===== src/rtl/intc_pkg.sv =====
// Shared constants and helpers for the io_intc interrupt controller:
// register word addresses, claim word layout and the priority encoder.
package intc_pkg;

  localparam int MAX_CH = 32;

  localparam logic [3:0] INTC_RAW   = 4'd0;
  localparam logic [3:0] INTC_PEND  = 4'd1;
  localparam logic [3:0] INTC_MASK  = 4'd2;
  localparam logic [3:0] INTC_MODE  = 4'd3;
  localparam logic [3:0] INTC_POL   = 4'd4;
  localparam logic [3:0] INTC_CLAIM = 4'd5;
  localparam logic [3:0] INTC_SOFT  = 4'd6;

  localparam int CLAIM_VALID_BIT = 31;
  localparam int CLAIM_ID_W      = 5;

  // Lowest set index wins; returns 0 when nothing is set (callers qualify with |v).
  function automatic logic [CLAIM_ID_W-1:0] prio_enc(input logic [MAX_CH-1:0] v);
    logic [CLAIM_ID_W-1:0] id;
    id = '0;
    for (int i = MAX_CH - 1; i >= 0; i--) begin
      if (v[i]) id = CLAIM_ID_W'(i);
    end
    return id;
  endfunction

endpackage


===== src/rtl/intc_sync.sv =====
// W-bit, DEPTH-stage flop synchroniser for asynchronous interrupt sources.
module intc_sync #(
  parameter int W     = 8,
  parameter int DEPTH = 2
) (
  input  logic         clk,
  input  logic         rst,
  input  logic [W-1:0] d,
  output logic [W-1:0] q
);

  logic [W-1:0] stg [DEPTH];

  // Shift the raw inputs through DEPTH flops; all stages clear on reset.
  always_ff @(posedge clk or posedge rst) begin
    if (rst) begin
      for (int i = 0; i < DEPTH; i++) stg[i] <= '0;
    end else begin
      stg[0] <= d;
      for (int i = 1; i < DEPTH; i++) stg[i] <= stg[i-1];
    end
  end

  assign q = stg[DEPTH-1];

endmodule


===== src/rtl/io_intc.sv =====
// N-channel interrupt controller on the I/O register bus.
// Per-channel polarity, edge/level mode and mask; registered INT/INT_ID to CP0
// plus a combinational priority claim register whose read (RE) acknowledges
// the winning edge channel.
// Build option: define INTC_SYNC_EN to put a SYNC_STAGES-deep synchroniser on
// every IRQ_IN bit; otherwise IRQ_IN is assumed synchronous to CLK.
module io_intc
  import intc_pkg::*;
#(
  parameter int N_CH        = 8,
  parameter int SYNC_STAGES = 2
) (
  input  logic            CLK,
  input  logic            RESET,
  input  logic [N_CH-1:0] IRQ_IN,
  input  logic [3:0]      A,
  input  logic [31:0]     WD,
  input  logic            WE,
  input  logic            RE,
  output logic [31:0]     RD,
  output logic            INT,
  output logic [4:0]      INT_ID
);

  logic [N_CH-1:0] irq_s;
  logic [N_CH-1:0] s;
  logic [N_CH-1:0] prev_q;
  logic [N_CH-1:0] mask_q;
  logic [N_CH-1:0] mode_q;
  logic [N_CH-1:0] pol_q;
  logic [N_CH-1:0] pend_q;
  logic [N_CH-1:0] pend_d;
  logic [N_CH-1:0] active;
  logic [N_CH-1:0] wd_ch;
  logic [N_CH-1:0] w1c;
  logic [N_CH-1:0] soft_set;
  logic [N_CH-1:0] claim_clr;
  logic [N_CH-1:0] edge_set;
  logic [N_CH-1:0] edge_clr;
  logic            claim_valid;
  logic [CLAIM_ID_W-1:0] claim_id;
  logic [31:0]     claim_word;
  logic            int_q;
  logic [4:0]      int_id_q;
  logic            unused_wd;

`ifdef INTC_SYNC_EN
  intc_sync #(
    .W     (N_CH),
    .DEPTH (SYNC_STAGES)
  ) u_sync (
    .clk (CLK),
    .rst (RESET),
    .d   (IRQ_IN),
    .q   (irq_s)
  );
`else
  localparam int unused_sync_stages = SYNC_STAGES;
  assign irq_s = IRQ_IN;
`endif

  assign unused_wd = ^WD;
  assign wd_ch     = WD[N_CH-1:0];
  assign s         = irq_s ^ pol_q;

  assign active      = pend_q & mask_q;
  assign claim_valid = |active;
  assign claim_id    = prio_enc(MAX_CH'(active));

  assign w1c       = (WE && A == INTC_PEND) ? wd_ch : '0;
  assign soft_set  = (WE && A == INTC_SOFT) ? wd_ch : '0;
  assign claim_clr = (RE && A == INTC_CLAIM && claim_valid) ? (N_CH'(1) << claim_id) : '0;

  // Edge channels: set beats clear; level channels simply follow s.
  assign edge_set = (s & ~prev_q) | soft_set;
  assign edge_clr = w1c | claim_clr;
  assign pend_d   = (mode_q & ((pend_q & ~edge_clr) | edge_set)) | (~mode_q & s);

  // Edge history and pending latch.
  always_ff @(posedge CLK or posedge RESET) begin
    if (RESET) begin
      prev_q <= '0;
      pend_q <= '0;
    end else begin
      prev_q <= s;
      pend_q <= pend_d;
    end
  end

  // Software-writable configuration registers.
  always_ff @(posedge CLK or posedge RESET) begin
    if (RESET) begin
      mask_q <= '0;
      mode_q <= '0;
      pol_q  <= '0;
    end else if (WE) begin
      case (A)
        INTC_MASK: mask_q <= wd_ch;
        INTC_MODE: mode_q <= wd_ch;
        INTC_POL:  pol_q  <= wd_ch;
        default: ;
      endcase
    end
  end

  // Registered request and winning index toward CP0.
  always_ff @(posedge CLK or posedge RESET) begin
    if (RESET) begin
      int_q    <= 1'b0;
      int_id_q <= '0;
    end else begin
      int_q    <= claim_valid;
      int_id_q <= claim_id;
    end
  end

  // Read mux; unused addresses and bits above N_CH read zero.
  always_comb begin
    claim_word                  = '0;
    claim_word[CLAIM_VALID_BIT] = claim_valid;
    claim_word[CLAIM_ID_W-1:0]  = claim_id;
    RD = '0;
    case (A)
      INTC_RAW:   RD = 32'(s);
      INTC_PEND:  RD = 32'(pend_q);
      INTC_MASK:  RD = 32'(mask_q);
      INTC_MODE:  RD = 32'(mode_q);
      INTC_POL:   RD = 32'(pol_q);
      INTC_CLAIM: RD = claim_word;
      default:    RD = '0;
    endcase
  end

  assign INT    = int_q;
  assign INT_ID = int_id_q;

endmodule

===== config.mk =====
export PLATFORM = sky130hd
export DESIGN_NAME = io_intc
export DESIGN_NICKNAME = d
export VERILOG_FILES = /design/src/rtl/intc_pkg.sv /design/src/rtl/intc_sync.sv /design/src/rtl/io_intc.sv
export SDC_FILE = /design/constraint.sdc
export NUM_CORES = 1
export LEC_CHECK = 0
export CORE_MARGIN = 1
export CORE_UTILIZATION = 40
export CTS_CLUSTER_DIAMETER = 60
export DETAILED_ROUTE_END_ITERATION = 12
export HOLD_SLACK_MARGIN = 0.15
export PLACE_DENSITY = 0.76
export SETUP_SLACK_MARGIN = 0.5
export SYNTH_ARGS = -nofsm -noshare
export SYNTH_HDL_FRONTEND = slang
export SYNTH_SLANG_ARGS = --single-unit

===== constraint.sdc =====
create_clock -name CLK -period 1.6 [get_ports CLK]
set_clock_uncertainty 0.05 [all_clocks]
set_input_delay 0.32 -clock CLK [delete_from_list [all_inputs] [get_ports CLK]]
set_output_delay 0.32 -clock CLK [all_outputs]
set_load 0.01 [all_outputs]

==> impl_metrics.py <==
metrics = {
    "status": {
        "status": "finished, violations left",
        "violations": "setup timing",
    },
    "critical_path": {
        "cp_common_cell": "nor2_1",
        "end_kind": "output pin",
        "cp_slowest_cell": "dfrtp_1",
        "worstPathRequired_ns": 1.23,
        "cp_max_fo": 2,
        "path_cells": "buf_6, mux2_4, a22oi_2, nor2_1, a311oi_1, nor2_1, buf_2",
        "startpoint_type": "flop",
        "critPathMaxStageDelay_ns": 0.42,
        "crit_type": "flop to output pin",
        "timing.rr.end": "pend_q[4]",
        "reg2reg_from": "mask_q[2]",
        "rrSetupSlack_ns": -0.30,
        "reg2regPathDepth": 9,
        "worst_ep_arrival_time_ns": 1.86,
    },
    "yosys": {
        "post_synth.cell_area_avg_um2": 10.3,
        "async_flop_share_pct": 100,
        "ys.warnings.count": 0,
        "synth_cell_type_count": 41,
        "seq_area_frac_synth_pct": 42.5,
        "synthFlopType": "dfrtp_1",
        "synthTopCellsByArea": "dfrtp_1, mux2_2, buf_4, a22oi_1, a21oi_1",
        "synth_area_um2": 2590,
        "synth_top_area_share_pct": 42.5,
        "post-synth-top-area-cell": "dfrtp_1",
        "synth-seq-cells": 44,
        "synth_edf_count": 0,
        "syn_inst": 251,
    },
    "clock_tree": {
        "cts-buffers-inserted": 5,
        "clk_pin_slew_ns": 0.09,
        "clock_sinks": 44,
        "clock_path_buffers": 2,
        "htreeDepth": 2,
        "hold_buffers": 0,
        "cts_tree": "built",
        "clk_latency_ns": 0.31,
        "ctsRootBufferMaster": "clkbuf_8",
    },
    "sta": {
        "fmax_mhz": 449,
        "setup_viol": 15,
        "setup_ws_ns": -0.627,
        "rsz0062_at_grt": "yes",
        "final-hold-violation-count": 0,
        "finalCritPeriodShare_pct": 139,
        "fin_crit_ns": 2.23,
        "drv_slew": 0,
    },
    "place": {
        "dp_cells": 421,
        "dpl.hpwl_um": 5090,
        "portBuffers": 36,
        "place_area_um2": 3600,
        "place_congestion": 0.907,
    },
    "layout": {
        "antenna_cells": 0,
        "final_util_pct": 68.7,
        "design_area_um2": 4190,
        "final_net_count": 431,
        "syn_to_final_growth_pct": 61.7,
        "fill_cells": 430,
        "layoutNonFillerInstCount": 459,
        "drive_gt1_share_pct": 52.9,
    },
    "grt": {
        "grt_pass1_wl_um": 13100,
        "grt.overflow.total": 0,
        "grt_max_degree": 45,
        "antenna_found_initial": 0,
        "grt_pass1_vias": 2597,
        "grt.total_usage_pct": 27.0,
    },
    "die": {
        "ios": 86,
        "die_h_um": 82.5,
        "row_count": 28,
        "dieArea_um2": 6800,
        "die_x_um": 82.5,
        "core_um2": 6100,
        "start_util_pct": 42.5,
    },
    "pwr": {
        "ir_drop_mv": 0.634,
        "swShare_pct": 35.3,
        "clockPowerShare_pct": 16.5,
        "seqPwrFrac_pct": 32.1,
        "p_leak_uw": 0.00197,
        "finalPower_uw": 5290,
        "pwr-share-comb_pct": 51.4,
        "power.density_nw_per_um2": 1260,
        "p_int_uw": 3420,
        "p_switching_uw": 1860,
    },
    "routing": {
        "wl_um": 9010,
        "vias": 2559,
        "wl_per_cell_um": 19.6,
        "drc": 0,
        "drt_pre_antenna_iters": 5,
        "drt_iter0_markers": 227,
        "avgViaCountPerCell": 5.58,
        "postRouteAntennaNets": 0,
    },
    "min_path": {
        "hold_class": "input port to asynchronous set/reset pin",
    },
    "job": {
        "cap_viol_max_count": 0,
    },
}
==> layout by cell type (no fill, tap or decap), types with 8 or more instances in the layout <==
| cell | netlist | routed |
|---|---|---|
| a22oi_2 | 0 | 9 |
| buf_2 | 3 | 14 |
| nand2_1 | 16 | 13 |
| mux2_2 | 30 | 8 |
| conb_1 | 1 | 25 |
| clkdlybuf4s50_1 | 0 | 16 |
| buf_4 | 28 | 65 |
| buf_6 | 2 | 31 |
| mux2_4 | 0 | 22 |
| a21oi_1 | 16 | 15 |
| nor2_1 | 21 | 17 |
| dfrtp_1 | 44 | 41 |
==> sequential cells by signal, indices dropped and copies added (netlist names) <==
| name | flops |
|---|---|
| mask_q | 8 |
| mode_q | 8 |
| pend_q | 8 |
| pol_q | 8 |
| prev_q | 8 |
| INT_ID | 3 |
| INT | 1 |
==> worst max-delay path by stage <==
stage,slack (ns),start,cells after the start,to
6_report,-0.63,mask_q[2],7,RD[2]
5_1_grt,-0.64,pend_q[6],5,RD[2]
3_3_place_gp,-1.13,A[0],8,RD[5]
2_1_floorplan,-0.02,A[0],6,RD[2]
4_1_cts,-0.48,mask_q[2],7,RD[2]
3_5_place_dp,-1.13,A[0],8,RD[1]
==> stage by stage <==
step	setup WS, ns	hold slack (ns)	TNS, ns
2_1_floorplan	-0.0242	0.274	-0.0638
3_3_place_gp	-1.13	0.488	-32.19
3_5_place_dp	-1.13	0.490	-32.61
4_1_cts	-0.480	0.367	-4.05
5_1_grt	-0.642	0.391	-6.15
6_report	-0.627	0.353	-5.48
==> cell families after synthesis <==
logic type                share of synthesized area [%]
muxes                                              14.8
AOI/OAI and AO/OA                                  14.5
and+or+nand+nor                                    13.0
other                                             0.145
buffers and inverters                              11.0
DFF                                                42.5
xor gates and xnor gates                           4.06
==> power by group through the flow <==
stage / clock [uW] / sequential [uW] / combinational (uW)
2_1_floorplan: 0 / 1680 / 951
3_3_place_gp: 0 / 1640 / 1860
3_5_place_dp: 0 / 1650 / 1910
4_1_cts: 867 / 1650 / 2400
5_1_grt: 923 / 1720 / 2860
6_report: 871 / 1700 / 2720
==> synthesized netlist by cell type (2+ instances only) <==
cell,count
dfrtp_1,44
mux2_2,30
buf_4,28
nor2_1,21
a21oi_1,16
nand2_1,16
a22oi_1,11
inv_1,8
xor2_1,8
o211ai_1,6
o21ai_0,6
a32oi_1,5
nand2b_1,4
nand3_1,4
xnor2_1,4
a211oi_1,3
a22o_1,3
buf_2,3
a31oi_1,2
and2_1,2
and3_1,2
buf_6,2
mux4_2,2
nand3b_1,2
nor2b_1,2
nor3b_2,2
==> repair_timing <==
action	CTS	global route
pin swaps	36	13
resized for setup	130	21
setup buffers	26	4
endpoints found under the setup margin	49	49
==> cell type report <==
type                       count  area, um^2  area share, %
timing repair buffer         136        1230           29.3
clock inverter                 2        35.0          0.836
sequential                    44        1100           26.4
clock buffer                   6        72.6           1.73
multi-input combinational    188        1620           38.7
tap                           75        93.8           2.24
inverter                       8        33.8          0.806
==> critical path, delay by kind of cell (launching register included) <==
family,cells,cell delay (ns)
compound gates,2,0.41
buf+inv,2,0.28
flops,1,0.42
mux,1,0.28
simple gates,2,0.16
==> routing by layer <==
| metal | share of wire [%] | track usage, % | routed length [um] | vias up |
|---|---|---|---|---|
| li1 | - | - | - | 1107 |
| met1 | 41 | 33.1 | 3660 | 1252 |
| met2 | 47 | 44.2 | 4270 | 163 |
| met3 | 7.8 | 5.16 | 701 | 37 |
| met4 | 4.1 | 15.6 | 371 | 0 |
| met5 | 0 | 0 | 0 | - |
Note: power is estimated with default switching activity, not from simulation.
